### src/rtl/id_ex_stage.sv
// ID/EX pipeline register with valid/ready handshake, flush, and load-use bubble insertion.
// Define WB_BYPASS_EN to forward same-cycle register file writes into the captured/held operands.
module id_ex_stage #(
  parameter int XLEN        = 32,
  parameter int REG_AW      = 5,
  parameter int CTRL_W      = 8,
  parameter int MEMREAD_BIT = 3
) (
  input  logic              clk,
  input  logic              rst,
  input  logic              id_valid,
  output logic              id_ready,
  input  logic [REG_AW-1:0] id_readreg1,
  input  logic [REG_AW-1:0] id_readreg2,
  input  logic [XLEN-1:0]   id_readdata1,
  input  logic [XLEN-1:0]   id_readdata2,
  input  logic [REG_AW-1:0] id_rd,
  input  logic [XLEN-1:0]   id_imm,
  input  logic [CTRL_W-1:0] id_ctrl,
  input  logic              wb_RegWrite,
  input  logic [REG_AW-1:0] wb_writereg,
  input  logic [XLEN-1:0]   wb_writedata,
  input  logic              flush,
  input  logic              ex_ready,
  output logic              ex_valid,
  output logic [REG_AW-1:0] ex_rs1,
  output logic [REG_AW-1:0] ex_rs2,
  output logic [REG_AW-1:0] ex_rd,
  output logic [XLEN-1:0]   ex_data1,
  output logic [XLEN-1:0]   ex_data2,
  output logic [XLEN-1:0]   ex_imm,
  output logic [CTRL_W-1:0] ex_ctrl,
  output logic              load_use_stall
);

  typedef enum logic {EMPTY, FULL} state_t;

  state_t            r_state;
  logic [REG_AW-1:0] r_rs1, r_rs2, r_rd;
  logic [XLEN-1:0]   r_data1, r_data2, r_imm;
  logic [CTRL_W-1:0] r_ctrl;

  logic            w_hazard;
  logic            w_capture;
  logic [XLEN-1:0] w_cap_data1, w_cap_data2;
  logic [XLEN-1:0] w_hold_data1, w_hold_data2;

  // A load in EX whose destination feeds the decoding instruction must wait one cycle.
  assign w_hazard = id_valid && (r_state == FULL) && r_ctrl[MEMREAD_BIT] &&
                    (r_rd != '0) && ((r_rd == id_readreg1) || (r_rd == id_readreg2));

  assign load_use_stall = w_hazard;
  assign id_ready       = !w_hazard && ((r_state == EMPTY) || ex_ready);
  assign w_capture      = id_valid && id_ready && !flush;

`ifdef WB_BYPASS_EN
  logic w_wb_hit;

  // Register 0 is hard-wired to zero, so a write to it must never be forwarded.
  assign w_wb_hit     = wb_RegWrite && (wb_writereg != '0);
  assign w_cap_data1  = (w_wb_hit && (wb_writereg == id_readreg1)) ? wb_writedata : id_readdata1;
  assign w_cap_data2  = (w_wb_hit && (wb_writereg == id_readreg2)) ? wb_writedata : id_readdata2;
  assign w_hold_data1 = (w_wb_hit && (wb_writereg == r_rs1))       ? wb_writedata : r_data1;
  assign w_hold_data2 = (w_wb_hit && (wb_writereg == r_rs2))       ? wb_writedata : r_data2;
`else
  logic w_unused_wb;

  assign w_unused_wb  = ^{wb_RegWrite, wb_writereg, wb_writedata};
  assign w_cap_data1  = id_readdata1;
  assign w_cap_data2  = id_readdata2;
  assign w_hold_data1 = r_data1;
  assign w_hold_data2 = r_data2;
`endif

  // NOTE: state registers use non-blocking assignments so every flop samples pre-edge values.
  always_ff @(posedge clk or posedge rst) begin
    if (rst) begin
      r_state <= EMPTY;
      r_rs1   <= '0;
      r_rs2   <= '0;
      r_rd    <= '0;
      r_data1 <= '0;
      r_data2 <= '0;
      r_imm   <= '0;
      r_ctrl  <= '0;
    end else if (flush) begin
      r_state <= EMPTY;
    end else if (w_capture) begin
      r_state <= FULL;
      r_rs1   <= id_readreg1;
      r_rs2   <= id_readreg2;
      r_rd    <= id_rd;
      r_data1 <= w_cap_data1;
      r_data2 <= w_cap_data2;
      r_imm   <= id_imm;
      r_ctrl  <= id_ctrl;
    end else if (r_state == FULL) begin
      if (ex_ready) begin
        r_state <= EMPTY;
      end else begin
        // Holding: only operands may change, so a late writeback is not lost.
        r_data1 <= w_hold_data1;
        r_data2 <= w_hold_data2;
      end
    end
  end

  assign ex_valid = (r_state == FULL);
  assign ex_rs1   = r_rs1;
  assign ex_rs2   = r_rs2;
  assign ex_rd    = r_rd;
  assign ex_data1 = r_data1;
  assign ex_data2 = r_data2;
  assign ex_imm   = r_imm;
  assign ex_ctrl  = r_ctrl;

endmodule
### config.mk
export PLATFORM = sky130hd
export DESIGN_NAME = id_ex_stage
export DESIGN_NICKNAME = d
export VERILOG_FILES = /design/src/rtl/id_ex_stage.sv
export SDC_FILE = /design/constraint.sdc
export NUM_CORES = 1
export LEC_CHECK = 0
export ABC_AREA = 1
export BUFFER_PORTS_ARGS = -buffer_cell sky130_fd_sc_hd__buf_2
export CAP_MARGIN = 20
export CORE_MARGIN = 3
export CORE_UTILIZATION = 40
export CTS_CLUSTER_DIAMETER = 80
export DETAILED_ROUTE_END_ITERATION = 16
export PLACE_DENSITY = 0.73
export SLEW_MARGIN = 15
export SYNTH_ARGS = -nofsm -noshare
export SYNTH_HDL_FRONTEND = slang
export SYNTH_SLANG_ARGS = --single-unit
### constraint.sdc
create_clock -name clk -period 5.5 [get_ports clk]
set_input_delay 1.65 -clock clk [delete_from_list [all_inputs] [get_ports clk]]
set_output_delay 1.65 -clock clk [all_outputs]
set_load 0.03 [all_outputs]
==> metrics <==
status=complete, no violations; initial core utilization=0.418; logic gate share of total power=0.241; final setup violation count=0; final wirelength=15000 um; Crit. End Element=output port; relative slew slack=0.404; reg2reg start=ex_rd[0]; die outline area=14300 sq um; hold_buf cts=0; H-tree depth=4; GRT Overall Usage=0.211; post-synth top area share=0.583; fraction of power spent switching nets=0.329; CP max-delay cell=buf_2; max cap viols=0; Hold Crit Depth=2; Final Wtd Congestion=0.759; initial antenna violation count=1; Post-Synthesis Net Count=752; Internal=1.95 mW; CP Class=in2out; ANT cells=0; CP Data Arrival Time=2560 ps; layout cells sized above 1=0.352; Synth Instances=590; min cycle time layout=4210 ps; register area=3000 sq um; Clock transition at path regs=50 ps; largest area contributor in the netlist=dfrtp_1; Switch Pwr=0.956 mW; Routed wire per std cell=15.2 um; CP Max Fanout=3; Vias=4881; Post-Place Worst Slack=1280 ps; fin. max-slew vios=0; cell breakdown of the critical path=buf_2 -> inv_1 -> nand2_1 -> nand2_1 -> nor2_1 -> nand3_1 -> nand2_1 -> nand2_4 -> inv_1 -> nor2_1 -> buf_2; power per cell area=414 nW/um^2; cells resized by post-CTS repair=0; top post-synthesis cells by area=dfrtp_1 (58%), nand2_1 (19%), nand4_1 (15%), buf_4 (1.6%), buf_2 (1.4%); Synth-to-Final Area Change=36.4%; DRT Pass-1 Iters=5; max incr delay on CP=170 ps; most numerous cell in the Yosys netlist=nand2_1; Fillers=1155; global route overflow=0; fin nets=974; Worst R2R Path Depth=11; Peak supply drop=223 uV; period utilisation layout=0.766; CTS tree=done; sequential power share=0.376; # clock sinks=120; sequential area share after synthesis=0.583; Hold WS=462 ps; Clock power frac=0.382; hold path start=ex_data2[18]; total power=2.90 mW; most frequent CP cell=nand2_1; die width=119 um; #FFs+latches synth=120; Port Buf Inserts=245; Synth async-reset ratio=1.00; Post-synth EDFFs=0; leakage power=4.07 nW; synth cell count leaders=nand2_1 (262), nand4_1 (121), dfrtp_1 (120); area of the multi-input gates=1840 sq um; cell row count=40; Die Span Y=119 um; reg2reg end=ex_data2[1]; RSZ-0062 raised after global routing=false; drt drc=0; placed wire-length estimate=9900 um; DRT antenna net count=0; drt first-iter violations=418; actual slew at the worst max-slew pin=894 ps; type of the most critical hold path=reg2reg; Core Box Area=12300 sq um; Mean Syn Cell Area=8.73 sq um; first-pass GRT wire length=24100 um; CTS Buf Count=17; root buf cell=clkbuf_16; Setup crit start kind=input pin; Synth warnings=0; Clock Latency Late Sink=420 ps; Fin. Hold Viols=0; Setup Buffers After CTS=0; required time of the worst setup path=3850 ps; Worst Hold End=ex_data2[18]; Syn Std Cell Area=5150 sq um; CTS max path bufs=2; largest net degree at the start of global routing=73; number of global-route vias before repair=4649; Layout Skew=10.9 ps; Synth cell types=14; ys flop type=dfrtp_1; fmax=238 MHz; worst reg2reg setup slack=2970 ps; top-level I/O count=284; Fin Setup TNS=0 ps; Via density=4.92; PnR worst setup slack=1290 ps
## placed cells by master (no fill, tap or decap)
cell type    n
inv_4        1
dfrtp_1    120
clkbuf_1     3
nor2_1       9
clkinv_2     6
nand4_1    121
inv_1       15
nand3_1      2
nand2_4      1
clkbuf_16   17
buf_2      245
xnor2_1      2
inv_2        2
clkinv_4     1
clkbuf_8     2
nor2_4       1
buf_4       10
o21ai_0      1
nand3_4      1
bufinv_16    3
nand2_1    261
## worst max-delay path by stage
stage | depth (start not counted) | endpoint | slack (ps) | start
floorplan | 1 | ex_ctrl[0] | 660 | rst
global placement | 11 | id_ready | 1280 | id_readreg2[3]
detailed placement | 11 | id_ready | 1280 | id_readreg2[3]
CTS | 11 | id_ready | 1270 | id_readreg2[3]
global route | 11 | id_ready | 1170 | id_readreg1[4]
finish | 11 | id_ready | 1290 | id_readreg2[3]
## sequential cells by signal (all words and copies together) (netlist names)
name      cells
ex_data1     32
ex_rs2        5
ex_valid      1
ex_ctrl       8
ex_imm       32
ex_data2     32
ex_rs1        5
ex_rd         5
## cell type report
| type | count | share of cell area |
|---|---|---|
| Sequential cell | 120 | 0.428 |
| Multi-Input combinational cell | 399 | 0.263 |
| Timing Repair Buffer | 255 | 0.185 |
| Clock buffer | 22 | 0.0661 |
| Tap cell | 168 | 0.0299 |
| Clock inverter | 9 | 0.0176 |
| Inverter | 19 | 0.0107 |
## critical path, delay by kind of cell
family	cells	cell delay (ps)
AND/OR/NAND/NOR	7	500
buffers and inverters	4	390
## stage by stage
stage	cells	utilization	cell area, sq um
4_1_cts	992	0.570	7020
6_report	992	0.570	7020
3_5_place_dp	961	0.522	6430
3_3_place_gp	961	0.522	6430
2_1_floorplan	590	-	5150
5_1_grt	992	0.570	7020
## metal layers
metal / up-vias / track usage / share of wire
met2: 178 / 0.330 / 0.49
met1: 2260 / 0.276 / 0.42
met4: 2 / 0.0880 / 0.024
li1: 2415 / - / -
met5: - / 0 / 0.00047
met3: 26 / 0.0603 / 0.067
## cell families after synthesis
family / after synthesis / synth area share
AO/OA/AOI/OAI: 1 / 0.000971
XOR/XNOR: 2 / 0.00340
buffers and inverters: 71 / 0.0632
flip-flops: 120 / 0.583
AND/OR/NAND/NOR: 396 / 0.349
## power by group through the flow
stage	sequential [mW]	combinational [mW]	clock, mW
floorplan	1.38	0.188	0
global placement	1.10	0.702	0
detailed placement	1.10	0.711	0
CTS	1.09	0.710	1.13
global route	1.11	0.760	1.17
finish	1.09	0.701	1.11
(Power assumes the default switching activity.)
